**src/rtl/pcie_dma_cmd_packer_if.sv**
```systemverilog
// rtl/pcie_dma_cmd_packer_if.sv - host DMA request handshake plus pcie_cmd FIFO write port.
// Slave modport is the packer; master modport is the request source / FIFO side.
interface pcie_dma_cmd_packer_if #(
  parameter int P_SLOT_TAG_WIDTH  = 10,
  parameter int C_PCIE_ADDR_WIDTH = 48
);
  logic                           dma_req_valid;
  logic                           dma_req_ready;
  logic                           dma_req_auto_cpl;
  logic                           dma_req_type;
  logic                           dma_req_dir;
  logic [P_SLOT_TAG_WIDTH-1:0]    dma_req_slot_tag;
  logic [10:0]                    dma_req_4b_len;
  logic [C_PCIE_ADDR_WIDTH-3:0]   dma_req_prp_1;
  logic [C_PCIE_ADDR_WIDTH-3:0]   dma_req_prp_2;
  logic                           dma_req_prp1_list;
  logic                           dma_req_prp2_list;
  logic                           dma_req_prp_split;
  logic                           dma_req_err;
  logic                           pcie_cmd_wr_en;
  logic [C_PCIE_ADDR_WIDTH-3:0]   pcie_cmd_wr_data;
  logic                           pcie_cmd_full_n;

  modport slave (
    input  dma_req_valid, dma_req_auto_cpl, dma_req_type, dma_req_dir,
           dma_req_slot_tag, dma_req_4b_len, dma_req_prp_1, dma_req_prp_2,
           dma_req_prp1_list, dma_req_prp2_list, dma_req_prp_split, pcie_cmd_full_n,
    output dma_req_ready, dma_req_err, pcie_cmd_wr_en, pcie_cmd_wr_data
  );

  modport master (
    output dma_req_valid, dma_req_auto_cpl, dma_req_type, dma_req_dir,
           dma_req_slot_tag, dma_req_4b_len, dma_req_prp_1, dma_req_prp_2,
           dma_req_prp1_list, dma_req_prp2_list, dma_req_prp_split, pcie_cmd_full_n,
    input  dma_req_ready, dma_req_err, pcie_cmd_wr_en, pcie_cmd_wr_data
  );
endinterface

```
**src/rtl/pcie_dma_cmd_packer.sv**
```systemverilog
// rtl/pcie_dma_cmd_packer.sv - splits a DMA request at the PRP1 4 KB page and writes a 4-word command.
// Optional PCIE_DMA_CMD_STAT_EN adds request/split counters.
module pcie_dma_cmd_packer #(
  parameter int P_SLOT_TAG_WIDTH  = 10,
  parameter int C_PCIE_ADDR_WIDTH = 48
) (
  input  logic                 pcie_user_clk,
  input  logic                 pcie_user_rst,
`ifdef PCIE_DMA_CMD_STAT_EN
  output logic [31:0]          stat_req_cnt,
  output logic [31:0]          stat_split_cnt,
`endif
  pcie_dma_cmd_packer_if.slave bus
);
  localparam int W = C_PCIE_ADDR_WIDTH - 2;
  localparam int P = P_SLOT_TAG_WIDTH;

  typedef enum logic [2:0] {
    S_IDLE = 3'd0,
    S_CALC = 3'd1,
    S_WR0  = 3'd2,
    S_WR1  = 3'd3,
    S_WR2  = 3'd4,
    S_WR3  = 3'd5
  } state_t;

  state_t state_q, state_d;

  logic          auto_cpl_q, type_q, dir_q;
  logic [P-1:0]  slot_tag_q;
  logic [10:0]   len_q;
  logic [W-1:0]  prp_1_q;
  logic [W-1:10] prp_2_q;
  logic          prp1_list_q, prp2_list_q, prp_split_q;

  logic [10:0]   room, first_len, second_len;
  logic          second_valid, first_mrd, second_mrd, rcb_cross, len_bad;
  logic [W-1:0]  word0, word1, word2, word3;

  always_ff @(posedge pcie_user_clk or posedge pcie_user_rst) begin
    if (pcie_user_rst) state_q <= S_IDLE;
    else               state_q <= state_d;
  end

  // Request is frozen from the handshake until the next return to idle.
  always_ff @(posedge pcie_user_clk or posedge pcie_user_rst) begin
    if (pcie_user_rst) begin
      auto_cpl_q  <= 1'b0;
      type_q      <= 1'b0;
      dir_q       <= 1'b0;
      slot_tag_q  <= '0;
      len_q       <= '0;
      prp_1_q     <= '0;
      prp_2_q     <= '0;
      prp1_list_q <= 1'b0;
      prp2_list_q <= 1'b0;
      prp_split_q <= 1'b0;
    end else if (state_q == S_IDLE && bus.dma_req_valid) begin
      auto_cpl_q  <= bus.dma_req_auto_cpl;
      type_q      <= bus.dma_req_type;
      dir_q       <= bus.dma_req_dir;
      slot_tag_q  <= bus.dma_req_slot_tag;
      len_q       <= bus.dma_req_4b_len;
      prp_1_q     <= bus.dma_req_prp_1;
      prp_2_q     <= bus.dma_req_prp_2[W-1:10];
      prp1_list_q <= bus.dma_req_prp1_list;
      prp2_list_q <= bus.dma_req_prp2_list;
      prp_split_q <= bus.dma_req_prp_split;
    end
  end

  // prp_1_q[9:0] is the dword offset within the 4 KB page.
  always_comb begin
    len_bad      = (len_q == 11'd0) || (len_q > 11'd1024);
    room         = 11'd1024 - {1'b0, prp_1_q[9:0]};
    second_valid = len_q > room;
    first_len    = second_valid ? room : len_q;
    second_len   = second_valid ? (len_q - room) : 11'd0;
    first_mrd    = prp1_list_q;
    second_mrd   = second_valid & prp2_list_q;
    rcb_cross    = prp_split_q & first_mrd & second_mrd;

    word0          = '0;
    word0[P+5]     = auto_cpl_q;
    word0[P+4]     = type_q;
    word0[P+3]     = dir_q;
    word0[P+2]     = second_valid;
    word0[P+1]     = first_mrd;
    word0[P]       = second_mrd;
    word0[P-1:0]   = slot_tag_q;

    word1          = '0;
    word1[22]      = rcb_cross;
    word1[21:11]   = first_len;
    word1[10:0]    = second_len;

    word2          = prp_1_q;

    word3          = '0;
    word3[W-1:10]  = prp_2_q;
  end

  always_comb begin
    state_d              = state_q;
    bus.dma_req_ready    = 1'b0;
    bus.dma_req_err      = 1'b0;
    bus.pcie_cmd_wr_en   = 1'b0;
    bus.pcie_cmd_wr_data = '0;
    case (state_q)
      S_IDLE: begin
        bus.dma_req_ready = ~pcie_user_rst;
        if (bus.dma_req_valid) state_d = S_CALC;
      end
      S_CALC: begin
        if (len_bad) begin
          bus.dma_req_err = 1'b1;
          state_d         = S_IDLE;
        end else begin
          state_d = S_WR0;
        end
      end
      S_WR0: begin
        bus.pcie_cmd_wr_data = word0;
        if (bus.pcie_cmd_full_n) begin
          bus.pcie_cmd_wr_en = 1'b1;
          state_d            = S_WR1;
        end
      end
      S_WR1: begin
        bus.pcie_cmd_wr_data = word1;
        if (bus.pcie_cmd_full_n) begin
          bus.pcie_cmd_wr_en = 1'b1;
          state_d            = S_WR2;
        end
      end
      S_WR2: begin
        bus.pcie_cmd_wr_data = word2;
        if (bus.pcie_cmd_full_n) begin
          bus.pcie_cmd_wr_en = 1'b1;
          state_d            = S_WR3;
        end
      end
      S_WR3: begin
        bus.pcie_cmd_wr_data = word3;
        if (bus.pcie_cmd_full_n) begin
          bus.pcie_cmd_wr_en = 1'b1;
          state_d            = S_IDLE;
        end
      end
      default: state_d = S_IDLE;
    endcase
  end

`ifdef PCIE_DMA_CMD_STAT_EN
  always_ff @(posedge pcie_user_clk or posedge pcie_user_rst) begin
    if (pcie_user_rst) begin
      stat_req_cnt   <= '0;
      stat_split_cnt <= '0;
    end else if (state_q == S_WR3 && bus.pcie_cmd_full_n) begin
      stat_req_cnt <= stat_req_cnt + 32'd1;
      if (second_valid) stat_split_cnt <= stat_split_cnt + 32'd1;
    end
  end
`endif

endmodule

```
**src/flat_wrapper.sv**
```systemverilog
// flat-port wrapper written by rule: the top's interface ports become plain ports
module pcie_dma_cmd_packer_flat 
#(
  parameter int P_SLOT_TAG_WIDTH  = 10,
  parameter int C_PCIE_ADDR_WIDTH = 48
)
  (pcie_user_clk, pcie_user_rst, bus_dma_req_valid, bus_dma_req_auto_cpl, bus_dma_req_type, bus_dma_req_dir, bus_dma_req_slot_tag, bus_dma_req_4b_len, bus_dma_req_prp_1, bus_dma_req_prp_2, bus_dma_req_prp1_list, bus_dma_req_prp2_list, bus_dma_req_prp_split, bus_pcie_cmd_full_n, bus_dma_req_ready, bus_dma_req_err, bus_pcie_cmd_wr_en, bus_pcie_cmd_wr_data);
  pcie_dma_cmd_packer_if #(.P_SLOT_TAG_WIDTH(P_SLOT_TAG_WIDTH), .C_PCIE_ADDR_WIDTH(C_PCIE_ADDR_WIDTH)) bus_i ();
  input  logic pcie_user_clk;
  input  logic pcie_user_rst;
  input wire logic [$bits(bus_i.dma_req_valid)-1:0] bus_dma_req_valid;
  input wire logic [$bits(bus_i.dma_req_auto_cpl)-1:0] bus_dma_req_auto_cpl;
  input wire logic [$bits(bus_i.dma_req_type)-1:0] bus_dma_req_type;
  input wire logic [$bits(bus_i.dma_req_dir)-1:0] bus_dma_req_dir;
  input wire logic [$bits(bus_i.dma_req_slot_tag)-1:0] bus_dma_req_slot_tag;
  input wire logic [$bits(bus_i.dma_req_4b_len)-1:0] bus_dma_req_4b_len;
  input wire logic [$bits(bus_i.dma_req_prp_1)-1:0] bus_dma_req_prp_1;
  input wire logic [$bits(bus_i.dma_req_prp_2)-1:0] bus_dma_req_prp_2;
  input wire logic [$bits(bus_i.dma_req_prp1_list)-1:0] bus_dma_req_prp1_list;
  input wire logic [$bits(bus_i.dma_req_prp2_list)-1:0] bus_dma_req_prp2_list;
  input wire logic [$bits(bus_i.dma_req_prp_split)-1:0] bus_dma_req_prp_split;
  input wire logic [$bits(bus_i.pcie_cmd_full_n)-1:0] bus_pcie_cmd_full_n;
  output wire logic [$bits(bus_i.dma_req_ready)-1:0] bus_dma_req_ready;
  output wire logic [$bits(bus_i.dma_req_err)-1:0] bus_dma_req_err;
  output wire logic [$bits(bus_i.pcie_cmd_wr_en)-1:0] bus_pcie_cmd_wr_en;
  output wire logic [$bits(bus_i.pcie_cmd_wr_data)-1:0] bus_pcie_cmd_wr_data;
  assign bus_i.dma_req_valid = bus_dma_req_valid;
  assign bus_i.dma_req_auto_cpl = bus_dma_req_auto_cpl;
  assign bus_i.dma_req_type = bus_dma_req_type;
  assign bus_i.dma_req_dir = bus_dma_req_dir;
  assign bus_i.dma_req_slot_tag = bus_dma_req_slot_tag;
  assign bus_i.dma_req_4b_len = bus_dma_req_4b_len;
  assign bus_i.dma_req_prp_1 = bus_dma_req_prp_1;
  assign bus_i.dma_req_prp_2 = bus_dma_req_prp_2;
  assign bus_i.dma_req_prp1_list = bus_dma_req_prp1_list;
  assign bus_i.dma_req_prp2_list = bus_dma_req_prp2_list;
  assign bus_i.dma_req_prp_split = bus_dma_req_prp_split;
  assign bus_i.pcie_cmd_full_n = bus_pcie_cmd_full_n;
  assign bus_dma_req_ready = bus_i.dma_req_ready;
  assign bus_dma_req_err = bus_i.dma_req_err;
  assign bus_pcie_cmd_wr_en = bus_i.pcie_cmd_wr_en;
  assign bus_pcie_cmd_wr_data = bus_i.pcie_cmd_wr_data;
  pcie_dma_cmd_packer #(.P_SLOT_TAG_WIDTH(P_SLOT_TAG_WIDTH), .C_PCIE_ADDR_WIDTH(C_PCIE_ADDR_WIDTH)) u_core (.pcie_user_clk(pcie_user_clk), .pcie_user_rst(pcie_user_rst), .bus(bus_i));
endmodule
```
**config.mk**
```make
export PLATFORM = sky130hd
export DESIGN_NAME = pcie_dma_cmd_packer_flat
export DESIGN_NICKNAME = d
export VERILOG_FILES = /design/src/rtl/pcie_dma_cmd_packer_if.sv /design/src/rtl/pcie_dma_cmd_packer.sv /design/src/flat_wrapper.sv
export SDC_FILE = /design/constraint.sdc
export NUM_CORES = 1
export LEC_CHECK = 0
export CAP_MARGIN = 10
export CORE_UTILIZATION = 49
export CTS_BUF_LIST = sky130_fd_sc_hd__clkbuf_4 sky130_fd_sc_hd__clkbuf_8
export DETAILED_ROUTE_END_ITERATION = 6
export PLACE_DENSITY = 0.9
export SETUP_SLACK_MARGIN = 0.02
export SLEW_MARGIN = 15
export SYNTH_ARGS = -nofsm -noshare
export SYNTH_HDL_FRONTEND = slang
export SYNTH_SLANG_ARGS = --single-unit
```
**constraint.sdc**
```tcl
create_clock -name pcie_user_clk -period 4 [get_ports pcie_user_clk]
set_input_delay 0.6 -clock pcie_user_clk [delete_from_list [all_inputs] [get_ports pcie_user_clk]]
set_output_delay 0.6 -clock pcie_user_clk [all_outputs]
set_load 0.03 [all_outputs]
```
* After elaboration in Yosys (flattened, before gate mapping)
Index checks and enable logic that the tools add are counted.
** Storage, ports and cells
- Word-level logic and storage cells :: 50
- Bits of input ports :: 123
- Output and inout port bits :: 49
- Register bits after elaboration :: 112
** Cells by class
- Add/sub/neg operators :: 2
- Bitwise operators :: 4
- Reduce and logical (&&, ||, !) cells :: 6
- Mux-type cells :: 15
- $lt $le $gt $ge :: 2
- Eq/ne operators :: 10
** Operators by type and width (number)
- one-hot mux 46 bit (4 select lines) :: 1
- two-way mux 11 bit :: 2
- one-hot mux 3 bit (6 select lines) :: 1
- two-way mux 3 bit :: 5
- greater-than comparator 11 bit :: 1
- greater-than comparator 11 bit (second input constant) :: 1
- zero test 11 bit :: 1
- subtractor 11 x 10 -> 11 bit (first input constant) :: 1
- subtractor 11 bit :: 1
- != test 2 bit (second input constant) :: 5
- == test 3 x 2 -> 1 bit (second input constant) :: 2
- == test 3 bit (second input constant) :: 2
- two-way mux 1 bit :: 5
- AND reduction 5 bit :: 1
- OR reduction 4 bit :: 1
- AND 1 bit :: 3
- == test 3 x 1 -> 1 bit (second input constant) :: 1
- zero test 3 bit :: 1
- two-way mux 2 bit :: 1
- logical AND 1 bit :: 1
- logical OR 1 bit :: 1
- inverter 1 bit :: 1

* Depth between registers and ports, before layout
- Word-level depth :: 5
- Gate-level depth with buffers :: 14
- Mapped depth without buffers :: 12

* Least setup slack after synthesis
Ideal clock, no wire load.
- Kind :: register -> output
- Start point :: register u_core.prp_1_q[7]
- End point :: output port bus_pcie_cmd_wr_data[14]
- Buffers on the path :: 0
- Setup slack :: 0.132 ns
- Required time :: 3.400 ns
- Arrival time :: 3.268 ns
- Stages on the path, launching flop included :: 11
- Path through :: dfrtp_1 -> or4_1 -> nor3_1 -> inv_1 -> ha_1 -> nand2_1 -> o21a_1 -> a21o_1 -> a31oi_4 -> mux2_2 -> o21ai_0
** Between the ends
- Word-level cells in the longest chain between the ends :: 4
** RTL lines
- start, declared :: RTL line pcie_dma_cmd_packer.sv:32 : logic [W-1:0] prp_1_q;
- start signal, assigned :: RTL line pcie_dma_cmd_packer.sv:64 : prp_1_q <= bus.dma_req_prp_1;
- subtractor 11 x 10 -> 11 bit :: RTL line pcie_dma_cmd_packer.sv:75 : room = 11'd1024 - {1'b0, prp_1_q[9:0]};
- greater-than comparator 11 bit :: RTL line pcie_dma_cmd_packer.sv:76 : second_valid = len_q > room;
- two-way mux 11 bit :: RTL line pcie_dma_cmd_packer.sv:77 : first_len = second_valid ? room : len_q;
- one-hot mux 46 bit (4 select lines) :: RTL line pcie_dma_cmd_packer.sv:109 : case (state_q)
- end, declared :: RTL line flat_wrapper.sv:26 : output wire logic [$bits(bus_i.pcie_cmd_wr_data)-1:0] bus_pcie_cmd_wr_data;
Every way passes these cells.

* Final worst setup path
- Start point :: register u_core.prp_1_q[2]
- End point :: output port bus_pcie_cmd_wr_data[13]
** Between the ends
- Word-level cells in the longest chain between the ends :: 4
** RTL lines (RTL line)
- subtractor 11 x 10 -> 11 bit (*) :: pcie_dma_cmd_packer.sv:75
- greater-than comparator 11 bit :: pcie_dma_cmd_packer.sv:76
- two-way mux 11 bit (*) :: pcie_dma_cmd_packer.sv:77
- one-hot mux 46 bit (4 select lines) (*) :: pcie_dma_cmd_packer.sv:109
Mark *: on every way between the ends. The rest lies on a longest branch, timed or not.

==> results.json <==
{
  "route.final.wire_length_mm": 15.6,
  "worst-endpoint-arrival_ps": 3480,
  "min-delay-path-class": "flip-flop to flip-flop",
  "synthToLayoutAreaGrowth_pct": 41.5,
  "final-max-slew-violation-count": 0,
  "powerDensity_nw_per_um2": 919,
  "power_switching_share": 0.431,
  "timing.critical_path.fanout_max": 9,
  "synth_nets": 607,
  "globalRouteOverflowTotal": 0,
  "dieArea_sq_um": 12100,
  "tritoncts": "done",
  "share_of_the_synthesized_netlist_area_taken_by_xor_and_xnor_gates": 0.0277,
  "postSynthAreaPerCell_sq_um": 12.1,
  "fp.coreArea_sq_um": 11100,
  "power.combinational.fraction": 0.624,
  "drive_above_1_share": 0.341,
  "adder_cell_fraction_of_synth_area": 0.0321,
  "grt_use_total": 0.265,
  "number_of_global_route_vias_before_repair": 4725,
  "max_freq_ghz": 0.245,
  "worstSetupEndpointType": "output pin",
  "cts_made_buffers": 9,
  "synth.top_cells.by_area": "sky130_fd_sc_hd__dfrtp_1 49%, sky130_fd_sc_hd__mux2_2 20%, sky130_fd_sc_hd__a22o_1 3.7%, sky130_fd_sc_hd__ha_1 2.9%, sky130_fd_sc_hd__a22oi_1 2.8%",
  "routed-via-count": 4487,
  "layout_worst_path_cycle_share": 1.02,
  "die-width_um": 110,
  "synth_top_family_by_area": "multiplexers",
  "synthCells": 470,
  "rsz0062_at_grt": "yes",
  "cap_violations": 0,
  "ports_placed_on_the_boundary": 172,
  "clock_path_buffers": 2,
  "synth_cell_types": 44,
  "switching_power_w": 0.00319,
  "crit_required_ps": 3400,
  "pwr-share-clk": 0.086,
  "cts.root.buffer_cell": "sky130_fd_sc_hd__clkbuf_8",
  "final_cell_area_sq_um": 8050,
  "numPortBuffers": 161,
  "violated_checks": "negative setup slack",
  "synthSimpleGateAreaFrac": 0.0534,
  "post-route-worst-setup-slack_ps": -80.1,
  "pwr-share-seq": 0.289,
  "share_of_the_synthesized_area_in_the_top_cell_type": 0.492,
  "status": "finished with violations",
  "cp-start-kind": "flip-flop",
  "wl_per_cell_um": 19.7,
  "post_synth_mux_area_share": 0.218,
  "floorplan.initialDensity": 0.514,
  "diodes": 0,
  "worst_ir_drop_vdd_v": 0.000729,
  "clock_transition_at_the_registers_of_the_reported_paths_ps": 100,
  "finalSetupTns_ps": -692,
  "die_y_um": 110,
  "place_hpwl_mm": 10.5,
  "ys_seq_elements": 112,
  "nets": 784,
  "synth-compound-area-share": 0.132,
  "mappedNetlistArea_sq_um": 5690,
  "portion_of_the_post_synthesis_area_used_by_sequential_elements": 0.492,
  "setup.worst_path.class": "flip-flop to output pin",
  "finalHoldViolations": 0,
  "finalSetupViolations": 17,
  "synth.yosys.warnings": 0,
  "drcViolationCount": 0,
  "drt.antenna.violating_nets": 0,
  "ctsHtreeMaxLevel": 3,
  "drt_pass1_iterations": 5,
  "grt_first_pass_wirelength_mm": 23.6,
  "internal-power_w": 0.00421,
  "relSlewSlack": 0.357,
  "final_common_cell": "sky130_fd_sc_hd__clkdlybuf4s50_1",
  "viasPerCell": 5.67,
  "static-leakage-power_nw": 3.35,
  "antenna_found_initial": 0,
  "row_count": 38,
  "skew_ps": 7.64,
  "max_slew.worst_pin.slew_ps": 965,
  "mostFrequentLayoutCells": "138 x sky130_fd_sc_hd__clkdlybuf4s50_1, 112 x sky130_fd_sc_hd__dfrtp_1, 98 x sky130_fd_sc_hd__mux2_2",
  "clock-sinks": 112,
  "detailed_place.area_sq_um": 7420,
  "insertion_delay_ps": 400,
  "initialDrtViolationCount": 225,
  "routabilityCongestion": 0.906,
  "grt_start_max_net_pins": 123,
  "synth.largest_area_cell": "sky130_fd_sc_hd__dfrtp_1",
  "layout_min_cycle_time_ps": 4080
}
-- sequential cells by signal, indices dropped and copies added, names as in the netlist --
name	count
u_core.len_q	11
u_core.state_q	3
u_core.type_q	1
u_core.first_mrd	1
u_core.prp_1_q	46
u_core.prp_2_q	36
u_core.slot_tag_q	10
u_core.prp_split_q	1
u_core.prp2_list_q	1
u_core.auto_cpl_q	1
u_core.dir_q	1
-- kinds of logic (layout without fill, tap and decap cells) --
kind of cell	Yosys count	after routing
buf+inv	48	228
flops	112	112
compound gates	108	108
fa+ha+maj	14	14
mux	109	109
simple gates	61	62
xor+xnor	18	18
-- path summary, 6_finish.rpt --
check | cells after the start | slack (ps) | endpoint | from
min reg2reg | 1 | 520 | u_core.slot_tag_q[6]$_DFFE_PP0P_ | u_core.slot_tag_q[6]$_DFFE_PP0P_
max | 13 | -80 | bus_pcie_cmd_wr_data[13] | u_core.prp_1_q[2]$_DFFE_PP0P_
min | 1 | 520 | u_core.slot_tag_q[6]$_DFFE_PP0P_ | u_core.slot_tag_q[6]$_DFFE_PP0P_
max reg2reg | 3 | 1810 | u_core.prp_2_q[44]$_DFFE_PP0P_ | u_core.state_q[0]$_DFFE_PP0P_
min in group asynchronous | 2 | 760 | u_core.prp_2_q[13]$_DFFE_PP0P_ | pcie_user_rst
max in group asynchronous | 3 | 2330 | u_core.prp_2_q[37]$_DFFE_PP0P_ | pcie_user_rst
-- routing by layer --
layer / track usage / part of all wire / up-vias
li1: - / - / 2058
met1: 0.292 / 0.38 / 2249
met2: 0.459 / 0.51 / 151
met3: 0.110 / 0.085 / 29
met4: 0.0943 / 0.024 / 0
met5: 0 / 0 / -
-- cell usage after synthesis, drive strengths merged --
library cell / count
a21o: 4
a21oi: 11
a221oi: 2
a222oi: 1
a22o: 24
a22oi: 22
a31oi: 3
a41o: 1
and2: 1
buf: 21
clkbuf: 9
dfrtp: 112
fa: 1
ha: 13
inv: 18
mux2: 106
mux2i: 3
nand2: 24
nand3: 5
nand3b: 1
nand4: 3
nor2: 10
nor2b: 4
nor3: 5
nor3b: 1
nor4: 4
nor4b: 2
o21a: 1
o21ai: 38
o21bai: 1
or4: 1
xnor2: 5
xor2: 13
-- through the flow --
| step | total power, W | util | hold slack, ps | worst slack, ps | instances |
|---|---|---|---|---|---|
| after floorplan | 0.00490 | - | 480 | 132 | 470 |
| after global placement | 0.00588 | 0.670 | 490 | 149 | 758 |
| after detailed placement | 0.00604 | 0.670 | 498 | 91.2 | 758 |
| after CTS | 0.00704 | 0.709 | 517 | -18.8 | 784 |
| after global routing | 0.00782 | 0.727 | 538 | -281 | 791 |
| final | 0.00740 | 0.727 | 516 | -80.1 | 791 |
-- repair_timing --
| action | 4_1_cts | 5_1_grt |
|---|---|---|
| gates cloned | 0 | 1 |
| gates resized for setup | 46 | 29 |
| hold buffers | 0 | 0 |
| pin swaps | 14 | 17 |
| endpoints found under the setup margin | 23 | 23 |
| setup buffers | 11 | 6 |
-- power by group through the flow --
stage | combinational (W) | clock (W) | sequential, W
floorplan | 0.00290 | 0 | 0.00200
global placement | 0.00380 | 0 | 0.00208
detailed placement | 0.00391 | 0 | 0.00213
CTS | 0.00427 | 0.000656 | 0.00211
global route | 0.00492 | 0.000692 | 0.00221
finish | 0.00462 | 0.000640 | 0.00214
-- area by class of cell --
class,count,area (sq um)
multi-input combinational,311,2910
sequential,112,2800
clock buffer,10,138
timing repair buffer,195,1920
tap,140,175
clock inverter,5,40.0
inverter,18,70.1
fill,751,3030
-- worst max-delay path, cell delays in order, from the launching register on --
cell and delay [ps]:
sky130_fd_sc_hd__dfrtp_1 420, sky130_fd_sc_hd__nor3_4 230, sky130_fd_sc_hd__nand2_2 120, sky130_fd_sc_hd__nor4_4 280, sky130_fd_sc_hd__xor2_1 260, sky130_fd_sc_hd__ha_1 330, sky130_fd_sc_hd__nand4_1 160, sky130_fd_sc_hd__nor3_1 70
sky130_fd_sc_hd__a21o_1 180, sky130_fd_sc_hd__a31oi_4 200, sky130_fd_sc_hd__buf_12 170, sky130_fd_sc_hd__mux2_4 320, sky130_fd_sc_hd__o21ai_4 150, sky130_fd_sc_hd__buf_6 160
No activity file was read; power rests on OpenSTA's default activity.
